$ cat src/rtl/config_reg_bank.sv
// Trigger-board configuration register bank: host write decode, registered readback,
// enables, fixed-length command pulses and write counters. Optional macro CFG_SHADOW_EN.
module config_reg_bank #(
    parameter int                          DATA_W    = 16,
    parameter int                          ADDR_W    = 8,
    parameter int                          REG_NUM   = 20,
    parameter logic [ADDR_W-1:0]           BASE_ADDR = 8'h02,
    parameter int                          PULSE_LEN = 50,
    parameter logic [REG_NUM-1:0]          LOCK_MASK = 20'h000FC,
    parameter logic [REG_NUM*DATA_W-1:0]   RST_VAL   = '0
) (
    input  logic                        clk_in,
    input  logic                        rst_n_in,
    input  logic                        wr_in,
    input  logic [ADDR_W-1:0]           wr_addr_in,
    input  logic [DATA_W-1:0]           data_in,
    input  logic                        rd_in,
    input  logic [ADDR_W-1:0]           rd_addr_in,
    output logic [DATA_W-1:0]           rd_data_out,
    output logic                        rd_valid_out,
    output logic                        rd_err_out,
    output logic [REG_NUM*DATA_W-1:0]   regs_out,
    output logic                        trg_enb_out,
    output logic                        data_trans_enb_out,
    output logic                        cmd_rst_out,
    output logic                        cycled_trg_bgn_out,
    output logic                        shadow_pend_out,
    output logic [15:0]                 config_received_out,
    output logic [15:0]                 wr_err_cnt_out
);

    localparam int          IDX_W     = (REG_NUM > 1) ? $clog2(REG_NUM) : 1;
    localparam int unsigned ADDR_LO   = BASE_ADDR;
    localparam int unsigned ADDR_HI   = ADDR_LO + REG_NUM;
    localparam logic [7:0]  PULSE_CNT = 8'(PULSE_LEN);

    localparam logic [IDX_W-1:0]  IDX_CTRL = '0;
    localparam logic [IDX_W-1:0]  IDX_CMD  = IDX_W'(1);

    localparam logic [DATA_W-1:0] CTRL_TRG_ON  = DATA_W'(16'h0001);
    localparam logic [DATA_W-1:0] CTRL_TRG_OFF = DATA_W'(16'h0000);
    localparam logic [DATA_W-1:0] CTRL_DTE_ON  = DATA_W'(16'h0002);
    localparam logic [DATA_W-1:0] CTRL_DTE_OFF = DATA_W'(16'h0003);
    localparam logic [DATA_W-1:0] CMD_RST      = DATA_W'(16'h0055);
    localparam logic [DATA_W-1:0] CMD_CYC      = DATA_W'(16'h0060);

    function automatic logic addr_hit(input logic [ADDR_W-1:0] a);
        addr_hit = (32'(a) >= ADDR_LO) && (32'(a) < ADDR_HI);
    endfunction

    function automatic logic [IDX_W-1:0] addr_idx(input logic [ADDR_W-1:0] a);
        addr_idx = IDX_W'(a - BASE_ADDR);
    endfunction

    logic [REG_NUM-1:0][DATA_W-1:0] act;
    logic [7:0]       rst_cnt;
    logic [7:0]       cyc_cnt;
    logic             w_hit;
    logic [IDX_W-1:0] w_idx;
    logic             w_data_reg;
    logic             w_locked;
    logic             wr_ok;
    logic             wr_rej;
    logic             start_rst;
    logic             start_cyc;
    logic             rd_hit;
    logic [IDX_W-1:0] r_idx;

    assign w_hit      = addr_hit(wr_addr_in);
    assign w_idx      = addr_idx(wr_addr_in);
    assign w_data_reg = (w_idx != IDX_CTRL) && (w_idx != IDX_CMD);
    // CTRL and CMD are never locked, whatever the mask says for them.
    assign w_locked   = w_hit && w_data_reg && LOCK_MASK[w_idx] && trg_enb_out;

`ifdef CFG_SHADOW_EN
    localparam logic [DATA_W-1:0] CMD_COMMIT = DATA_W'(16'h00AA);

    logic [REG_NUM-1:0][DATA_W-1:0] shadow;
    logic                           is_commit;
    logic                           pend;

    assign is_commit = w_hit && (w_idx == IDX_CMD) && (data_in == CMD_COMMIT);
    assign wr_ok     = wr_in && w_hit && !w_locked && !(is_commit && trg_enb_out);
`else
    assign wr_ok     = wr_in && w_hit && !w_locked;
`endif
    assign wr_rej    = wr_in && !wr_ok;

    assign start_rst = wr_ok && (w_idx == IDX_CMD) && (data_in == CMD_RST) && (rst_cnt == '0);
    assign start_cyc = wr_ok && (w_idx == IDX_CMD) && (data_in == CMD_CYC) && (cyc_cnt == '0);

    always_ff @(posedge clk_in or negedge rst_n_in) begin
        if (!rst_n_in) begin
            act                 <= RST_VAL;
            trg_enb_out         <= 1'b0;
            data_trans_enb_out  <= 1'b0;
            config_received_out <= '0;
            wr_err_cnt_out      <= '0;
        end else begin
            if (wr_ok) begin
                config_received_out <= config_received_out + 16'd1;
                if (w_idx == IDX_CTRL) begin
                    act[IDX_CTRL] <= data_in;
                    case (data_in)
                        CTRL_TRG_ON:  trg_enb_out        <= 1'b1;
                        CTRL_TRG_OFF: trg_enb_out        <= 1'b0;
                        CTRL_DTE_ON:  data_trans_enb_out <= 1'b1;
                        CTRL_DTE_OFF: data_trans_enb_out <= 1'b0;
                        default: ;
                    endcase
                end else if (w_idx == IDX_CMD) begin
                    act[IDX_CMD] <= data_in;
`ifdef CFG_SHADOW_EN
                    if (is_commit) begin
                        for (int i = 2; i < REG_NUM; i++) act[i] <= shadow[i];
                    end
`endif
                end else begin
`ifndef CFG_SHADOW_EN
                    act[w_idx] <= data_in;
`endif
                end
            end
            if (wr_rej) wr_err_cnt_out <= wr_err_cnt_out + 16'd1;
        end
    end

`ifdef CFG_SHADOW_EN
    // Data registers are staged here and only reach regs_out on a commit.
    always_ff @(posedge clk_in or negedge rst_n_in) begin
        if (!rst_n_in) begin
            shadow <= RST_VAL;
            pend   <= 1'b0;
        end else if (wr_ok) begin
            if (w_data_reg) begin
                shadow[w_idx] <= data_in;
                pend          <= 1'b1;
            end else if (is_commit) begin
                pend          <= 1'b0;
            end
        end
    end

    assign shadow_pend_out = pend;
`else
    assign shadow_pend_out = 1'b0;
`endif

    // Command pulses: a non-zero count means the pulse is high, so reset drops it at once.
    always_ff @(posedge clk_in or negedge rst_n_in) begin
        if (!rst_n_in) begin
            rst_cnt <= '0;
            cyc_cnt <= '0;
        end else begin
            if (start_rst)            rst_cnt <= PULSE_CNT;
            else if (rst_cnt != '0)   rst_cnt <= rst_cnt - 8'd1;
            if (start_cyc)            cyc_cnt <= PULSE_CNT;
            else if (cyc_cnt != '0)   cyc_cnt <= cyc_cnt - 8'd1;
        end
    end

    assign cmd_rst_out        = (rst_cnt != '0);
    assign cycled_trg_bgn_out = (cyc_cnt != '0);

    assign rd_hit = addr_hit(rd_addr_in);
    assign r_idx  = addr_idx(rd_addr_in);

    // Reads sample the active bank before any same-cycle write lands.
    always_ff @(posedge clk_in or negedge rst_n_in) begin
        if (!rst_n_in) begin
            rd_data_out  <= '0;
            rd_valid_out <= 1'b0;
            rd_err_out   <= 1'b0;
        end else begin
            rd_valid_out <= rd_in;
            rd_err_out   <= rd_in && !rd_hit;
            if (rd_in) rd_data_out <= rd_hit ? act[r_idx] : '0;
        end
    end

    assign regs_out = act;

endmodule

$ cat config.mk
export PLATFORM = sky130hd
export DESIGN_NAME = config_reg_bank
export DESIGN_NICKNAME = d
export VERILOG_FILES = /design/src/rtl/config_reg_bank.sv
export SDC_FILE = /design/constraint.sdc
export NUM_CORES = 1
export LEC_CHECK = 0
export CAP_MARGIN = 20
export CORE_UTILIZATION = 40
export CTS_BUF_LIST = sky130_fd_sc_hd__clkbuf_4 sky130_fd_sc_hd__clkbuf_8
export DETAILED_ROUTE_END_ITERATION = 8
export PLACE_DENSITY = 0.62
export SKIP_CTS_REPAIR_TIMING = 1
export SYNTH_ARGS = -nofsm -noshare
export SYNTH_HDL_FRONTEND = slang
export SYNTH_SLANG_ARGS = --single-unit
$ cat constraint.sdc
create_clock -name clk_in -period 2.7 [get_ports clk_in]
set_input_delay 0.54 -clock clk_in [delete_from_list [all_inputs] [get_ports clk_in]]
set_output_delay 0.54 -clock clk_in [all_outputs]
set_load 0.01 [all_outputs]
==> results of run 1 <==
## kinds of logic after synthesis
group | after synthesis
xor gates and xnor gates | 36
buffers and inverters | 123
and+or+nand+nor | 156
DFF | 388
muxes | 455
AOI/OAI and AO/OA | 112
other | 1
adders and majority gates | 7
## cell usage in the layout (no fill, tap or decap), types with 17 or more instances in the layout
| cell type | Yosys | layout |
|---|---|---|
| a21oi_1 | 26 | 26 |
| mux2_1 | 101 | 101 |
| clkbuf_8 | 0 | 94 |
| mux2i_1 | 81 | 81 |
| nor2_1 | 19 | 19 |
| nand2_1 | 18 | 18 |
| buf_4 | 8 | 102 |
| a22oi_1 | 30 | 30 |
| nand3_1 | 22 | 22 |
| xor2_1 | 17 | 17 |
| dfrtp_1 | 388 | 388 |
| xnor2_1 | 19 | 18 |
| mux2_2 | 222 | 222 |
| mux4_2 | 51 | 51 |
| buf_12 | 0 | 35 |
| clkdlybuf4s50_1 | 0 | 404 |
## area by class of cell
type / instances / area share
multi-input cells: 767 / 0.308
clock inverters: 11 / 0.00374
repair buffers: 546 / 0.218
diodes: 3 / 0.000295
flip-flops and latches: 388 / 0.381
clock buffers: 110 / 0.0555
inverters: 22 / 0.00324
well taps: 592 / 0.0291
## worst max-delay path: stages, from the launching register on
cell     delay, ns
dfrtp_1       0.40
inv_1         0.06
ha_2          0.17
or3b_4        0.39
nor4b_4       0.31
inv_2         0.12
buf_6         0.14
## report_power, final
| part | switching (W) | internal [W] | leakage [nW] |
|---|---|---|---|
| logic | 0.00116 | 0.00129 | 5.78 |
| clock network | 0.00246 | 0.00342 | 0.798 |
| registers | 0.000361 | 0.00616 | 5.33 |
| total | 0.00397 | 0.0109 | 11.9 |
## how the worst min path moves through the flow
stage / slack [ns] / from / to / depth (start not counted)
global placement: 0.46 / wr_err_cnt_out[15] / wr_err_cnt_out[15] / 1
detailed placement: 0.46 / config_received_out[15] / config_received_out[15] / 1
CTS: -0.1 / rst_n_in / rst_cnt[1] / 1
global route: 0.48 / rd_in / rd_valid_out / 1
finish: 0.48 / config_received_out[15] / config_received_out[15] / 1
floorplan: 0.24 / rst_n_in / config_received_out[0] / 0
## sequential cells by signal (all words and copies together), names as in the netlist
name,count
regs_out,320
config_received_out,16
rd_data_out,16
wr_err_cnt_out,16
cyc_cnt,8
rst_cnt,8
data_trans_enb_out,1
rd_err_out,1
rd_valid_out,1
trg_enb_out,1
## through the flow
stage               utilization  worst slack, ns  setup TNS (ns)
detailed placement        0.539           -0.480          -69.23
global route              0.574           -0.193          -0.208
CTS                       0.573           -0.615           -1.21
global placement          0.539           -0.480          -57.33
floorplan                     -           0.0419               0
finish                    0.574          -0.0566         -0.0566
## metal layers
metal	vias up	track usage	routed length, µm
li1	5790	-	-
met1	6879	0.358	26300
met2	407	0.396	27700
met3	102	0.0462	2840
met4	2	0.0938	1950
met5	-	0	14
==> run metrics, run 1 <==
status complete, but fails checks; failing checks setup timing; layout cells sized above 1 0.312; Final period util 1.02; syn nets 1321; Yosys Warn Count 0; post-synthesis cell count 1278; startpoint type of the worst setup path register; multiplexer area fraction after synthesis 0.310; pwr/cell area 583 nW/µm²; Finished Layout Cells 2439; drt wl/cell 24.1 µm; total CTS buffers 69; DP Cell Count 2313; FP Rows 77; main combinational cell family by area after synthesis multiplexers; # nets final 1837; number of H-tree levels 3; fill cell count approximately 3700; XOR/XNOR Fraction of Synth Area 0.0175; Async S/R FF share, synth 1.00; final setup margin -0.0566 ns; CP Class register to output port; Unique masters post-synth 66; r2r setup slk 0.57 ns; Synth Area in Compound Gates 0.0463; Clock transition at path regs 0.06 ns; aggregate global routing overflow 0; post-synthesis average cell area between 10 and 15 µm²; DRT antenna net count 0; largest net degree at the start of global routing 74; clk buf depth 3; GPL Wtd Cong 0.866; Fin Hold WS between 0.4 and 0.5 ns; Worst EP arrival 2.22 ns; Worst-Margin Slew 0.661 ns; worst skew pair latency 0.62 ns; Die Ht 214 µm; Final Skew 0.0414 ns; number of port buffers about 410; dominant synthesized flop cell dfrtp_1; first-pass GRT wire length 87700 µm; Die Area about 46000 µm²; RSZ-0062 raised after global routing yes; Final min period between 2 and 3 ns; Synth top area share 0.538; CTS sink count 388; vias in the first global route 13200; top cells by area, synth dfrtp_1, mux2_2, mux4_2; DRT Pass-1 Iters 5; P&R area growth vs syn 41.2%; synthesized area roughly 18000 µm²; Crit. End Element output port; hpwl dp 43400 µm; I/O pins 411; total wire length 58900 µm; commonest cells in the netlist dfrtp_1, mux2_2, mux2_1; Fin. Hold Viols 0; initial core utilization 0.407; Yosys top cell by area dfrtp_1; Worst IR Drop VDD 0.442 mV; initial antenna violation count 3; R2R cell count 8; multi-input logic area 7850 µm²; cell area after layout ~25000 µm²; via count 13200; Post-Synth Adder-Cell Area 0.00486; Synth Register Bits 388; Die Wd 214 µm; HP Class register to register; CP required 2.16 ns; Pleak ~12 nW; total power between 0.01 and 0.015 W; Slew HR 0.559; CP max FO 3; Post-route DRC 0; MaxCap Viol Count 0; Via density 5.40; count leader, synth dfrtp_1; reg2reg end rst_cnt[7]; CTS Root Cell clkbuf_8; Reg area 9710 µm²; Seq/Total Area, Yosys 0.538; simple-gate area share of the yosys netlist 0.0518; Post-synth EDFFs 0; Placed Area 23900 µm²; DRT iter0 DRCs 876; Final setup viols 1; area of the core approximately 44000 µm²; max-slew violation count 0; Reg-to-Reg Start rst_cnt[1]; worst setup path endpoint cmd_rst_out; GR Util All Layers 0.255; Peak Freq 363 MHz; critical path startpoint rst_cnt[1]; CTS tree yes
Power figures use the tool's default switching activity.
==> inputs of run 2 (changes only) <==
Clock period 2.7 ns to 3.5 ns, I/O delays scaled along.
==> run metrics, run 2 (synthesis results as in run 1) <==
hpwl dp 43200 µm; drt wl/cell 25.1 µm; Crit. End Element output port; Fin Hold WS 0.155 ns; CTS tree yes; vias in the first global route between 10000 and 15000; Reg-to-Reg Start rst_cnt[0]; DRT iter0 DRCs 792; Via density 5.45; highest-count cells in the layout ignoring fill and taps clkdlybuf4s50_1, dfrtp_1, mux2_2; crit path buf inv count 3; Worst-Margin Slew 0.890 ns; CP max FO 7; Worst IR Drop VDD 0.367 mV; via count 12900; initial antenna violation count 0; HP Class input port to asynchronous set/reset pin; startpoint type of the worst setup path register; layout cells sized above 1 0.282; Final setup viols 0; P&R area growth vs syn 36.9%; number of port buffers ~400; Pleak approximately 11 nW; total wire length roughly 59000 µm; Fin. Hold Viols 0; RSZ-0062 raised after global routing no; largest net degree at the start of global routing 103; delay-heaviest family, CP simple AND/OR/NAND/NOR gates; reg2reg end rst_cnt[7]; CP peak stage delay approximately 0.55 ns; DP Cell Count approximately 2200; total CTS buffers between 70 and 80; FP Rows 77; I/O pins 411; initial core utilization 0.407; # nets final 1771; most frequent CP cell inv_1; max-slew violation count 0; first-pass GRT wire length 89000 µm; worst skew pair latency 0.62 ns; Final Skew 0.0281 ns; DRT antenna net count 0; DRT Pass-1 Iters 5; Final period util 0.919; clk buf depth 3; Worst EP arrival 2.52 ns; Final min period 3.22 ns; status finished clean; Die Ht about 210 µm; cell breakdown of the critical path inv_1 -> ha_1 -> or3b_2 -> nor4_4 -> inv_1 -> dlymetal6s2s_1; CP max stage cell or3b_2; CTS sink count 388; number of H-tree levels 3; Die Wd 214 µm; area of the core 44300 µm²; CTS Root Cell clkbuf_8; # diodes 0; MaxCap Viol Count 0; max reg flops 320; Peak Freq about 310 MHz; Clock transition at path regs 0.05 ns; Slew HR 0.407; r2r setup slk 1.31 ns; Post-route DRC 0; Finished Layout Cells roughly 2400; aggregate global routing overflow 0; pwr/cell area 461 nW/µm²; CP required 2.80 ns; CP Class register to output port; GPL Wtd Cong 0.838; Die Area 45900 µm²; fill cell count 3692; GR Util All Layers 0.258; R2R cell count 8; most common cell after layout, fill and taps aside clkdlybuf4s50_1
[run 2: cell types whose count changed in the layout (fill, tap and decap cells not counted), sizes merged]
cell / previous run / this run
buf: 141 / 72
bufinv: 1 / 2
clkbuf: 110 / 111
clkinv: 7 / 4
clkinvlp: 2 / 4
diode: 3 / 0
dlygate4sd3: 1 / 0
dlymetal6s2s: 0 / 2
inv: 23 / 21
[run 2: layout make-up]
class	instances	area, µm²	area share
well taps	592	741	0.0300
multi-input cells	767	7820	0.317
clock buffers	111	1390	0.0563
repair buffers	478	4840	0.196
flip-flops and latches	388	9710	0.393
clock inverters	9	105	0.00426
inverters	22	82.6	0.00334
[run 2: how the worst max path moves through the flow]
stage | from | end | cells after the start
CTS | cyc_cnt[0] | cycled_trg_bgn_out | 6
detailed placement | wr_addr_in[2] | regs_out[294] | 9
floorplan | rd_addr_in[1] | rd_data_out[14] | 10
global route | cyc_cnt[0] | cycled_trg_bgn_out | 6
finish | cyc_cnt[0] | cycled_trg_bgn_out | 6
global placement | rd_addr_in[2] | rd_data_out[1] | 9
[run 2: through the flow]
stage          TNS [ns]  power, W  cell area (µm²)  setup WS [ns]   util
6_report              0    0.0114            24700          0.282  0.557
5_1_grt               0    0.0119            24700          0.186  0.557
4_1_cts          -0.357    0.0115            24700         -0.349  0.556
3_5_place_dp          0   0.00693            23200          0.161  0.523
3_3_place_gp          0   0.00691            23200          0.147  0.523
2_1_floorplan         0   0.00586            18000          0.478      -
[run 2: metal layers]
metal | vias to the layer above | global-route usage | part of all wire | wire, µm
met5 | - | 0 | 0 | 0
met4 | 0 | 0.0864 | 0.025 | 1490
met3 | 75 | 0.0540 | 0.054 | 3220
met2 | 417 | 0.406 | 0.48 | 28300
met1 | 6770 | 0.356 | 0.45 | 26400
li1 | 5643 | - | - | -
[run 2: power breakdown]
group | switching (W) | internal [W]
logic | 0.000887 | 0.000933
registers | 0.000275 | 0.00476
clock network | 0.00188 | 0.00265
total | 0.00304 | 0.00834
[run 2: worst register-to-register path, stage by stage (launching register included)]
cell and delay (ns):
dfrtp_1 0.39, inv_1 0.06, ha_1 0.21, or3b_4 0.26, nor4b_2 0.05, buf_4 0.15, or4_1 0.48, nor4b_1 0.34
xor2_1 0.17
